--- src/rtl/enigma_uart_tx.sv ---
// Serialises Enigma letter codes (0..25) as upper-case ASCII over UART 8N1.
// Letters are buffered in a small FIFO; frames are sent back-to-back with no idle gap.
module enigma_uart_tx #(
    parameter int CLKS_PER_BIT = 16,
    parameter int FIFO_DEPTH   = 4
) (
    input  logic                          clk,
    input  logic                          rst,
    input  logic [4:0]                    letter_in,
    input  logic                          letter_valid,
    output logic                          letter_ready,
    output logic                          tx,
    output logic                          busy,
    output logic [$clog2(FIFO_DEPTH):0]   fifo_level
);

    localparam int PTR_W = $clog2(FIFO_DEPTH);
    localparam int LVL_W = PTR_W + 1;
    localparam int CNT_W = $clog2(CLKS_PER_BIT);
    localparam logic [CNT_W-1:0] CNT_LAST = CNT_W'(CLKS_PER_BIT - 1);

    typedef enum logic [1:0] {IDLE, START, DATA, STOP} state_t;

    state_t             state_q, state_d;
    logic [CNT_W-1:0]   cnt_q, cnt_d;
    logic [2:0]         bit_q, bit_d;
    logic [7:0]         sh_q, sh_d;
    logic               tx_q, tx_d;
    logic [PTR_W-1:0]   wr_ptr_q, wr_ptr_d;
    logic [PTR_W-1:0]   rd_ptr_q, rd_ptr_d;
    logic [LVL_W-1:0]   level_q, level_d;
    logic [4:0]         mem_q [FIFO_DEPTH];

    logic full, empty, push, pop, bit_end;

    function automatic logic [7:0] encode(input logic [4:0] code);
        if (code < 5'd26) begin
            return 8'h41 + {3'b000, code};
        end
        return 8'h3F;
    endfunction

    always_ff @(posedge clk or posedge rst) begin
        if (rst) begin
            state_q  <= IDLE;
            cnt_q    <= '0;
            bit_q    <= '0;
            sh_q     <= '0;
            tx_q     <= 1'b1;
            wr_ptr_q <= '0;
            rd_ptr_q <= '0;
            level_q  <= '0;
        end else begin
            state_q  <= state_d;
            cnt_q    <= cnt_d;
            bit_q    <= bit_d;
            sh_q     <= sh_d;
            tx_q     <= tx_d;
            wr_ptr_q <= wr_ptr_d;
            rd_ptr_q <= rd_ptr_d;
            level_q  <= level_d;
        end
    end

    // Letter storage holds data only, so it needs no reset.
    always_ff @(posedge clk) begin
        if (push) begin
            mem_q[wr_ptr_q] <= letter_in;
        end
    end

    always_comb begin
        state_d = state_q;
        cnt_d   = cnt_q;
        bit_d   = bit_q;
        sh_d    = sh_q;
        tx_d    = tx_q;
        pop     = 1'b0;
        bit_end = (cnt_q == '0);
        case (state_q)
            IDLE: begin
                if (!empty) begin
                    pop     = 1'b1;
                    sh_d    = encode(mem_q[rd_ptr_q]);
                    tx_d    = 1'b0;
                    cnt_d   = CNT_LAST;
                    state_d = START;
                end
            end
            START: begin
                if (bit_end) begin
                    state_d = DATA;
                    bit_d   = '0;
                    tx_d    = sh_q[0];
                    cnt_d   = CNT_LAST;
                end else begin
                    cnt_d = cnt_q - CNT_W'(1);
                end
            end
            DATA: begin
                if (bit_end) begin
                    cnt_d = CNT_LAST;
                    if (bit_q == 3'd7) begin
                        state_d = STOP;
                        tx_d    = 1'b1;
                    end else begin
                        bit_d = bit_q + 3'd1;
                        sh_d  = sh_q >> 1;
                        tx_d  = sh_q[1];
                    end
                end else begin
                    cnt_d = cnt_q - CNT_W'(1);
                end
            end
            STOP: begin
                // Chain straight into the next start bit when more letters wait.
                if (bit_end) begin
                    if (!empty) begin
                        pop     = 1'b1;
                        sh_d    = encode(mem_q[rd_ptr_q]);
                        tx_d    = 1'b0;
                        cnt_d   = CNT_LAST;
                        state_d = START;
                    end else begin
                        state_d = IDLE;
                    end
                end else begin
                    cnt_d = cnt_q - CNT_W'(1);
                end
            end
            default: state_d = IDLE;
        endcase

        push     = letter_valid & ~full;
        wr_ptr_d = push ? wr_ptr_q + PTR_W'(1) : wr_ptr_q;
        rd_ptr_d = pop  ? rd_ptr_q + PTR_W'(1) : rd_ptr_q;
        case ({push, pop})
            2'b10:   level_d = level_q + LVL_W'(1);
            2'b01:   level_d = level_q - LVL_W'(1);
            default: level_d = level_q;
        endcase
    end

    always_comb begin
        full         = (level_q == LVL_W'(FIFO_DEPTH));
        empty        = (level_q == '0);
        letter_ready = ~full;
        busy         = (state_q != IDLE) || !empty;
        fifo_level   = level_q;
        tx           = tx_q;
    end

endmodule
--- config.mk ---
export PLATFORM = sky130hd
export DESIGN_NAME = enigma_uart_tx
export DESIGN_NICKNAME = d
export VERILOG_FILES = /design/src/rtl/enigma_uart_tx.sv
export SDC_FILE = /design/constraint.sdc
export NUM_CORES = 1
export LEC_CHECK = 0
export BUFFER_PORTS_ARGS = -buffer_cell sky130_fd_sc_hd__buf_2
export CAP_MARGIN = 0
export CORE_MARGIN = 10
export CORE_UTILIZATION = 62
export CTS_BUF_LIST = sky130_fd_sc_hd__clkbuf_4 sky130_fd_sc_hd__clkbuf_8
export DETAILED_ROUTE_END_ITERATION = 10
export GPL_TIMING_DRIVEN = 0
export PLACE_DENSITY = 0.81
export SYNTH_ARGS = -nofsm -noshare
export SYNTH_HDL_FRONTEND = slang
export SYNTH_SLANG_ARGS = --single-unit
export TNS_END_PERCENT = 30
--- constraint.sdc ---
create_clock -name clk -period 2.55 [get_ports clk]
set_input_delay 0.255 -clock clk [delete_from_list [all_inputs] [get_ports clk]]
set_output_delay 0.255 -clock clk [all_outputs]
set_load 0.02 [all_outputs]
After elaboration in Yosys (flattened, before gate mapping). Memories as Yosys holds them, arrays and structs flattened. Index checks and enable logic that the tools add are counted.

$add $sub $neg: 7. Multiply operators: 0. Divide/modulo/power cells: 0. $lt $le $gt $ge: 1. Equality and inequality tests: 14. Shift operators: 0. Mux-type cells: 41. Bitwise logic cells: 2. Reductions and logical operators: 14.

Operators with widths (count): 8-bit two-way mux (8); 8-bit one-hot mux with 3 select lines (1); 1-bit two-way mux (15); 2-bit != test (second input constant) (7); 4-bit two-way mux (3); 3-bit one-hot mux with 2 select lines (2); 4-bit one-hot mux with 3 select lines (1); 2-bit two-way mux (5); 3-bit two-way mux (3); 7-bit by 5-bit adder with 8-bit output (first input constant) (1); 2-bit one-hot mux with 4 select lines (1); 3-bit by 1-bit adder with 3-bit output (second input constant) (2); 2-bit equality test (second input constant) (3); 3-bit equality test (second input constant) (2); 6-bit AND reduction (1); 2-bit nonzero test (3); 5-bit < comparator (second input constant) (1); 5-bit AND reduction (1); 2-bit by 1-bit adder with 2-bit output (second input constant) (2); 2-bit by 1-bit equality test with 1-bit output (second input constant) (2); 4-bit zero test (1); 1-bit one-hot mux with 4 select lines (1); 4-bit AND reduction (1); 4-bit by 1-bit subtractor with 4-bit output (second input constant) (1); other kinds (11) (11).

Bits in registers: 25. Latch bits: 0. RAM bits: 20. Memory bits (read-only): 0. Bits of input ports: 8. Output and inout port bits: 6. Memories: 1.

Memories: mem_q (words 4, width 5, read ports 1, clocked after Yosys merged registers in 0, wr ports 1, RTL line 32) `logic [4:0] mem_q [FIFO_DEPTH];`.

Longest topological paths before layout. Gate-level depths: netlist of the first run. An unclocked memory read counts as a cell.

Depth in word-level cells: 10. Depth in mapped cells: 10. Mapped depth without buffers: 10.

Least setup slack after synthesis of the first run. No wires, ideal clock.

Kind: register to register. From: register state_q[1]. To: register level_q[2], in the netlist fifo_level[2]. Library setup time: 80 ps. Data arrival time: 2192 ps. Required time: 2470 ps. Setup slack: 278 ps. Stages on the path, launching flop included: 11. Path through: dfrtp_1 > ha_1 > clkbuf_1 > nor4bb_1 > o211a_1 > ha_1 > inv_1 > fa_1 > xor2_1 > nor2_1 > xor2_1.

Word-level cells in the longest chain between the ends: 4. Elaborated cells on any way between the ends: 7. Classes of those cells: eq/ne (3); mux (2); reduce/logical (2).

Ends and longest elaborated chain: start, declared (RTL line 24) `state_t state_q, state_d;`; start signal, assigned (RTL line 54) `state_q <= state_d;`; 2-bit equality test / 2-bit zero test (equally long branches) (RTL line 80) `case (state_q)`; 1-bit one-hot mux with 2 select lines * (RTL line 80); named net pop (RTL line 34) `logic full, empty, push, pop, bit_end;`; 2-bit by 1-bit equality test with 1-bit output / 2-bit equality test (equally long branches) (RTL line 137) `case ({push, pop})`; 3-bit one-hot mux with 2 select lines / 2-bit nonzero test (equally long branches); end signal, assigned (RTL line 61) `level_q <= level_d;`; end, declared (RTL line 31) `logic [LVL_W-1:0] level_q, level_d;`.

The timed path passes the listed nets; every way through them passes the cells marked *. A chain may end at the register's enable or synchronous reset.

Final worst setup path of the first run.
From: register cnt_q[0]. To: register level_q[2], in the netlist fifo_level[2].

Word-level cells in the longest chain between the ends: 5. Elaborated cells on any way between the ends: 7. Classes of those cells: eq/ne (2); mux (3); reduce/logical (2).

Ends and longest elaborated chain: start, declared (RTL line 25) `logic [CNT_W-1:0] cnt_q, cnt_d;`; start signal, assigned (RTL line 55) `cnt_q <= cnt_d;`; 4-bit zero test * (RTL line 79) `bit_end = (cnt_q == '0);`; 1-bit two-way mux * (RTL line 117) `if (bit_end) begin`; 1-bit one-hot mux with 2 select lines * (RTL line 80); named net pop (RTL line 34); 2-bit by 1-bit equality test with 1-bit output / 2-bit equality test (equally long branches) (RTL line 137); 3-bit one-hot mux with 2 select lines / 2-bit nonzero test (equally long branches).

Marked as above.

==> out/results.tsv, run 1 <==
stage	metric	value	unit
synthesis	adder-cell share of the synthesized area	8.529	%
layout	Layout area overhead	11.86	%
critical_path	worst reg-to-reg setup slack	150	ps
synthesis	top cells by area, synth	edfxtp_1 26%, dfrtp_1 25%, ha_1 7.7%	
grt	first-pass GRT wire length	7.258	mm
place	detailed placement HPWL	3.361	mm
critical_path	Worst EP arrival	2620	ps
place	gp weighted congestion	0.8206	
detailed_routing	total number of vias	1550	
timing	post-route setup slack	152.7	ps
grt	Total GRT Usage	14.40	%
detailed_routing	final WL	4.521	mm
detailed_routing	post-route ant nets	0	
synthesis	mux contribution to synthesized area	8.311	%
synthesis	Synth Flop Type	dfrtp_1	
layout	Nets	228	
synthesis	EDFF count, synth	20	
clocking	clock slew at reported path FFs	90	ps
synthesis	post-synth cell types	50	
power_and_ir_drop	peak supply drop	562.4	uV
power_and_ir_drop	LEAKAGE	1.057	nW
timing	Final Cycle Share	94.01	%
synthesis	post-synthesis sequential area ratio	52.54	%
timing	fmax	417.1	MHz
critical_path	Startpoint Class	flop	
power_and_ir_drop	Logic pwr share	20.3	%
floorplan	Top Ports	14	
detailed_routing	drc violations	0	
synthesis	Yosys top cell area share	26.24	%
power_and_ir_drop	switch share	29.62	%
synthesis	Mean Syn Cell Area	12.30	sq um
timing	Finish-stage setup viols	0	
synthesis	xor and xnor area share after synthesis	3.062	%
timing	Setup Skew	9.822	ps
critical_path	Worst Path Max Fanout	6	
synthesis	number of synthesized register bits	44	
timing	max-slew violation count	0	
clocking	clk root buf	clkbuf_8	
detailed_routing	number of vias per cell	6.102	
floorplan	chip width	80.76	um
synthesis	Syn Inst Count	186	
timing	Fin. Hold Viols	0	
power_and_ir_drop	Flop pwr share	50.2	%
synthesis	Synth warnings	0	
layout	Fill cells	255	
power_and_ir_drop	Psw	0.0005439	W
timing	post-layout min period	2397	ps
detailed_routing	DR pass1 iterations	4	
place	I/O Buffers	13	
timing	worst slew pin tran	891.4	ps
power_and_ir_drop	clock share of power	29.5	%
synthesis	synth cell count leaders	23 x dfrtp_1, 20 x edfxtp_1, 15 x o21ai_0, 14 x ha_1, 14 x inv_1	
detailed_routing	WL/cell	17.80	um
synthesis	area fraction in and, or, nand and nor cells after synthesis	8.912	%
synthesis	combinational family with the most area after synthesis	compound AO/OA/AOI/OAI gates	
run	max-cap violations	0	
floorplan	die area	6521	sq um
clocking	CTS Buf Count	5	
grt	initial antenna violation count	0	
clocking	clock tree from TritonCTS	yes	
critical_path	Crit. End Element	flop	
power_and_ir_drop	Int Pwr	0.001293	W
critical_path	worst reg2reg endpoint	fifo_level[2]	
clocking	CTS max path bufs	2	
worst_hold_path	worst min-delay path class	primary input to async pin	
clocking	clock sink total	44	
floorplan	Starting Density	63.46	%
synthesis	compound-gate portion of the synthesized area	14.65	%
timing	setup TNS	0	ps
critical_path	worst reg2reg startpoint	cnt_q[0]	
grt	number of global-route vias before repair	1573	
detailed_routing	initial DRC count	111	
clocking	H-tree depth	2	
critical_path	Worst Path Required	2770	ps
clocking	Clock Latency Late Sink	300	ps
layout	number of inserted diodes	0	
layout	Final Core Density	70.99	%
outcome	outcome	completed	
power_and_ir_drop	PD cells	717.4	nW/um^2
timing	Slew headroom	40.51	%
synthesis	most frequent cell after synthesis	dfrtp_1	
power_and_ir_drop	total power	0.001837	W
synthesis	fraction of registers with async set or reset after synthesis	54.55	%
layout	layout cells sized above 1	21.84	%
floorplan	DIE HEIGHT	80.76	um
floorplan	Std-Cell Rows	22	
grt	remaining global-route overflow	0	
critical_path	Setup CP Type	flop to flop	
floorplan	core area	3606	sq um
place	DP Worst Slack	-54.23	ps
synthesis	synthesized area	2288	sq um
synthesis	Net Count, Synth	209	
critical_path	Reg2Reg Depth	10	
grt	pin count of the biggest net entering global routing	25	
synthesis	post-synth top area cell	edfxtp_1	
[stage by stage]
stage / hold WS [ps] / instances / area (sq um)
2_1_floorplan: 268.9 / 186 / 2288
3_3_place_gp: 467.4 / 247 / 2414
3_5_place_dp: 477.3 / 247 / 2414
4_1_cts: 160.0 / 254 / 2526
5_1_grt: 161.4 / 254 / 2560
6_report: 131.8 / 254 / 2560
[power groups by stage]
| stage | clock network, W | registers [W] | logic [W] |
|---|---|---|---|
| floorplan | 0 | 0.000948 | 0.000241 |
| global placement | 0 | 0.000925 | 0.000355 |
| detailed placement | 0 | 0.000939 | 0.000377 |
| CTS | 0.000553 | 0.000925 | 0.000379 |
| global route | 0.000576 | 0.000937 | 0.000420 |
| finish | 0.000541 | 0.000922 | 0.000373 |
[final cells by class]
class	count	area (sq um)	share of cell area (%)
Sequential cell	44	1202	46.97
Multi-Input combinational cell	120	1028	40.18
Clock buffer	5	68.82	2.688
Timing Repair Buffer	13	65.06	2.542
Tap cell	48	60.06	2.346
Inverter	14	52.55	2.053
Clock inverter	3	47.55	1.857
Buffer	7	35.03	1.369
[cell usage in the layout (no fill, tap or decap), types with 2 or more instances in the layout]
cell type / instances
mux4_2: 5
a22o_1: 3
o21ai_0: 15
o211a_1: 2
xnor2_1: 4
buf_2: 14
nor3_1: 2
clkbuf_8: 5
xor2_1: 4
edfxtp_1: 20
clkinv_4: 2
ha_1: 11
a21oi_1: 5
clkbuf_1: 5
nand2_1: 7
nand2b_1: 2
o21bai_1: 2
a2bb2oi_1: 2
o31ai_1: 3
o32ai_1: 2
and3_1: 5
inv_1: 13
mux2_2: 6
a221oi_1: 2
o211ai_1: 2
nor2_1: 10
dfrtp_1: 23
ha_4: 2
[registers in the layout, summed over array words and instances (netlist names)]
| name | flops |
|---|---|
| cnt_q | 4 |
| tx | 1 |
| wr_ptr_q | 2 |
| rd_ptr_q | 2 |
| state_q | 2 |
| fifo_level | 3 |
| mem_q | 20 |
| sh_q | 7 |
| bit_q | 3 |
[timing repair]
action,CTS,global route
gates resized for setup,0,6
setup endpoints to repair,1,1
hold buffers,0,0
buffers inserted,0,0
[metal layers]
metal	GRT usage, %	vias to the layer above	wire (um)
met5	0	-	0
met4	6.401	0	106
met3	4.194	9	187
met2	25.08	40	2372
met1	16.01	768	1855
li1	-	733	-
[worst max-delay path by stage]
stage | depth (start not counted) | slack (ps) | startpoint | to
detailed placement | 10 | -50 | state_q[1] | fifo_level[2]
global placement | 10 | 40 | state_q[1] | fifo_level[2]
global route | 10 | -40 | cnt_q[0] | fifo_level[2]
floorplan | 10 | 280 | state_q[1] | fifo_level[2]
finish | 10 | 150 | cnt_q[0] | fifo_level[2]
CTS | 9 | 40 | state_q[1] | fifo_level[2]
[kinds of logic (layout without fill, tap and decap cells)]
logic type	after synthesis	count (layout)
muxes	12	12
xor gates and xnor gates	8	8
DFF	44	44
adders and majority gates	15	15
AOI/OAI and AO/OA	48	48
and+or+nand+nor	37	37
buffers and inverters	22	42
[critical path, cell delays in order (launching register included)]
cell and delay, ps:
dfrtp_1 410, inv_1 110, ha_2 250, nor4bb_2 240
o211a_1 240, ha_1 210, inv_1 60, fa_1 370
xor2_1 150, nor2_1 120, xor2_1 160
Note: power is estimated with default switching activity, not from simulation.
==> run 2, diff against run 1 <==
- CORE_ASPECT_RATIO: not set -> 0.9
==> run 2 against run 1 <==
Compared with the run above: sequential power is essentially flat; critical path type unchanged; clock skew decreased by 5.7 ps; register-to-register slack worse by 80 ps; flip-flop and latch count unchanged; critical endpoint unchanged.
==> out/results.tsv, run 2 (synthesized netlist as in run 1, its figures left out) <==
stage	metric	value	unit	change
floorplan	core area	3453	sq um	-4.2%
timing	max-slew violation count	0		unchanged
detailed_routing	DR pass1 iterations	4		unchanged
grt	initial antenna violation count	0		unchanged
power_and_ir_drop	Int Pwr	0.001291	W	-0.10%
layout	number of inserted diodes	0		unchanged
floorplan	die area	6524	sq um	about the same
clocking	clk root buf	clkbuf_8		
clocking	clock tree from TritonCTS	yes		
clocking	H-tree depth	2		unchanged
timing	Slew headroom	37.20	%	-3.3 points
worst_hold_path	worst min-delay path class	primary input to async pin		
clocking	CTS max path bufs	2		unchanged
detailed_routing	initial DRC count	132		+19%
detailed_routing	WL/cell	17.33	um	-2.7%
critical_path	worst reg-to-reg setup slack	80	ps	-80 ps
timing	fmax	404.4	MHz	-3.1%
grt	first-pass GRT wire length	7.334	mm	+1.0%
timing	Finish-stage setup viols	0		unchanged
critical_path	Worst Path Max Fanout	8		+2
critical_path	Setup CP Type	flop to flop		
timing	worst slew pin tran	941.0	ps	+49.51 ps
clocking	Clock Latency Late Sink	300	ps	about the same
power_and_ir_drop	PD cells	716.0	nW/um^2	-0.20%
layout	Most flops, register	mem_q		
power_and_ir_drop	switch share	29.62	%	about the same
power_and_ir_drop	clock share of power	29.5	%	about the same
place	I/O Buffers	13		unchanged
timing	setup TNS	0	ps	unchanged
floorplan	chip width	84.04	um	+4.1%
detailed_routing	total number of vias	1543		-0.45%
critical_path	worst reg2reg startpoint	state_q[0]		
layout	Fill cells	219		-14%
critical_path	Worst Path Required	2780	ps	about the same
place	DP Worst Slack	4.588	ps	+58.82 ps
layout	Multi-input gate area	1016	sq um	-1.2%
outcome	outcome	completed		
place	detailed placement HPWL	3.145	mm	-6.4%
timing	Fin Hold WS	154.1	ps	+22.24 ps
critical_path	Critical Path Most Common Cell	xor2_1		
place	gp weighted congestion	0.7981		-2.7%
floorplan	Top Ports	14		unchanged
detailed_routing	final WL	4.366	mm	-3.4%
grt	pin count of the biggest net entering global routing	25		unchanged
clocking	clock sink total	44		unchanged
clocking	CTS Buf Count	5		unchanged
detailed_routing	post-route ant nets	0		unchanged
floorplan	DIE HEIGHT	77.64	um	-3.9%
critical_path	max incr delay on CP	400	ps	about the same
clocking	clock slew at reported path FFs	90	ps	about the same
grt	number of global-route vias before repair	1533		-2.5%
layout	Nets	230		+0.88%
critical_path	WP depth	10		unchanged
critical_path	Reg2Reg Depth	10		unchanged
layout	leading cell type in the layout, fill and taps excluded	dfrtp_1		
detailed_routing	number of vias per cell	6.123		+0.34%
layout	most frequent cells in the layout	22 x dfrtp_1, 20 x edfxtp_1, 15 x o21ai_0		
critical_path	Startpoint Class	flop		
critical_path	Worst EP arrival	2700	ps	+80 ps
run	max-cap violations	0		unchanged
power_and_ir_drop	peak supply drop	788.8	uV	+40%
critical_path	CP Buf/Inv Count	2		unchanged
timing	Setup Skew	4.163	ps	-5.659 ps
power_and_ir_drop	Logic pwr share	20.4	%	about the same
critical_path	critical path endpoint	fifo_level[2]		
detailed_routing	drc violations	0		unchanged
timing	Final Cycle Share	96.98	%	+3.0 points
grt	Total GRT Usage	13.65	%	-0.76 points
critical_path	Crit. End Element	flop		
critical_path	worst reg2reg endpoint	fifo_level[2]		
critical_path	Worst path top cell family by delay	adder cells		
layout	Seq. cell area	1204	sq um	+0.10%
timing	Fin. Hold Viols	0		unchanged
power_and_ir_drop	Psw	0.0005434	W	about the same
critical_path	critical path startpoint	state_q[0]		
layout	number of flip-flops in the largest register	20		unchanged
power_and_ir_drop	LEAKAGE	1.071	nW	+1.3%
layout	Layout area overhead	11.97	%	about the same
floorplan	Std-Cell Rows	20		-9.1%
layout	layout cells sized above 1	23.08	%	+1.2 points
grt	remaining global-route overflow	0		unchanged
floorplan	Starting Density	66.27	%	+2.8 points
layout	largest registers	mem_q x20, sh_q x7, cnt_q x4		
critical_path	CP Cell Sequence	buf_4 -> ha_4 -> nor4bb_2 -> o211a_1 -> ha_1 -> inv_1 -> fa_1 -> xor2_1 -> nor2_1 -> xor2_1		
critical_path	Slowest cell on crit path	dfrtp_1		
timing	post-layout min period	2473	ps	+75.71 ps
timing	post-route setup slack	77.02	ps	-75.71 ps
power_and_ir_drop	Flop pwr share	50.2	%	about the same
clocking	cts-stage hold buffer count	0		unchanged
-- run 2: what timing repair did --
item / in CTS / in global routing
setup buffers: 0 / 3
setup endpoints to repair: 1 / 1
resized for setup: 1 / 5
pin swaps: 0 / 1
-- run 2: area by class of cell --
cell class	count	share of cell area, %
inverter	14	2.051
clock buffer	5	2.686
buffer	6	1.221
multi-input combinational	120	39.65
clock inverter	3	1.855
timing repair buffer	16	3.418
sequential	44	46.97
tap	44	2.148
-- run 2: metal layers --
layer / routed length (um) / vias to the layer above / share of wire [%] / global-route usage (%)
li1: - / 734 / - / -
met1: 1983 / 774 / 45 / 17.30
met2: 2144 / 29 / 49 / 21.43
met3: 183 / 6 / 4.2 / 4.697
met4: 54 / 0 / 1.2 / 4.181
met5: 0 / - / 0 / 0
-- run 2: power by group through the flow --
| stage | Clock [W] | Sequential, W | Combinational (W) |
|---|---|---|---|
| floorplan | 0 | 0.000948 | 0.000241 |
| global placement | 0 | 0.000925 | 0.000355 |
| detailed placement | 0 | 0.000935 | 0.000379 |
| CTS | 0.000552 | 0.000920 | 0.000381 |
| global route | 0.000584 | 0.000932 | 0.000419 |
| finish | 0.000541 | 0.000920 | 0.000374 |
-- run 2: worst min-delay path by stage --
stage                      start     endpoint  slack, ps  depth (start not counted)
finish                       rst  rd_ptr_q[0]        150                          2
global route        letter_in[2]  mem_q[1][2]        150                          1
CTS                 letter_in[1]  mem_q[0][1]        160                          1
detailed placement  letter_in[1]  mem_q[1][1]        480                          1
global placement    letter_in[2]  mem_q[0][2]        470                          1
floorplan                    rst     bit_q[0]        270                          1
-- run 2: worst reg2reg max path: stages (launching register included) --
cell,delay [ps]
dfrtp_1,400
buf_4,140
ha_4,170
nor4bb_2,360
o211a_1,280
ha_1,210
inv_1,60
fa_1,370
xor2_1,150
nor2_1,110
xor2_1,150
-- run 2: metrics by stage --
stage / power [W] / utilization [%] / instance area, sq um / std cells
2_1_floorplan: 0.001189 / - / 2288 / 186
3_3_place_gp: 0.001280 / 69.75 / 2409 / 243
3_5_place_dp: 0.001314 / 69.75 / 2409 / 243
4_1_cts: 0.001852 / 73.19 / 2527 / 250
5_1_grt: 0.001935 / 74.20 / 2562 / 252
6_report: 0.001835 / 74.20 / 2562 / 252
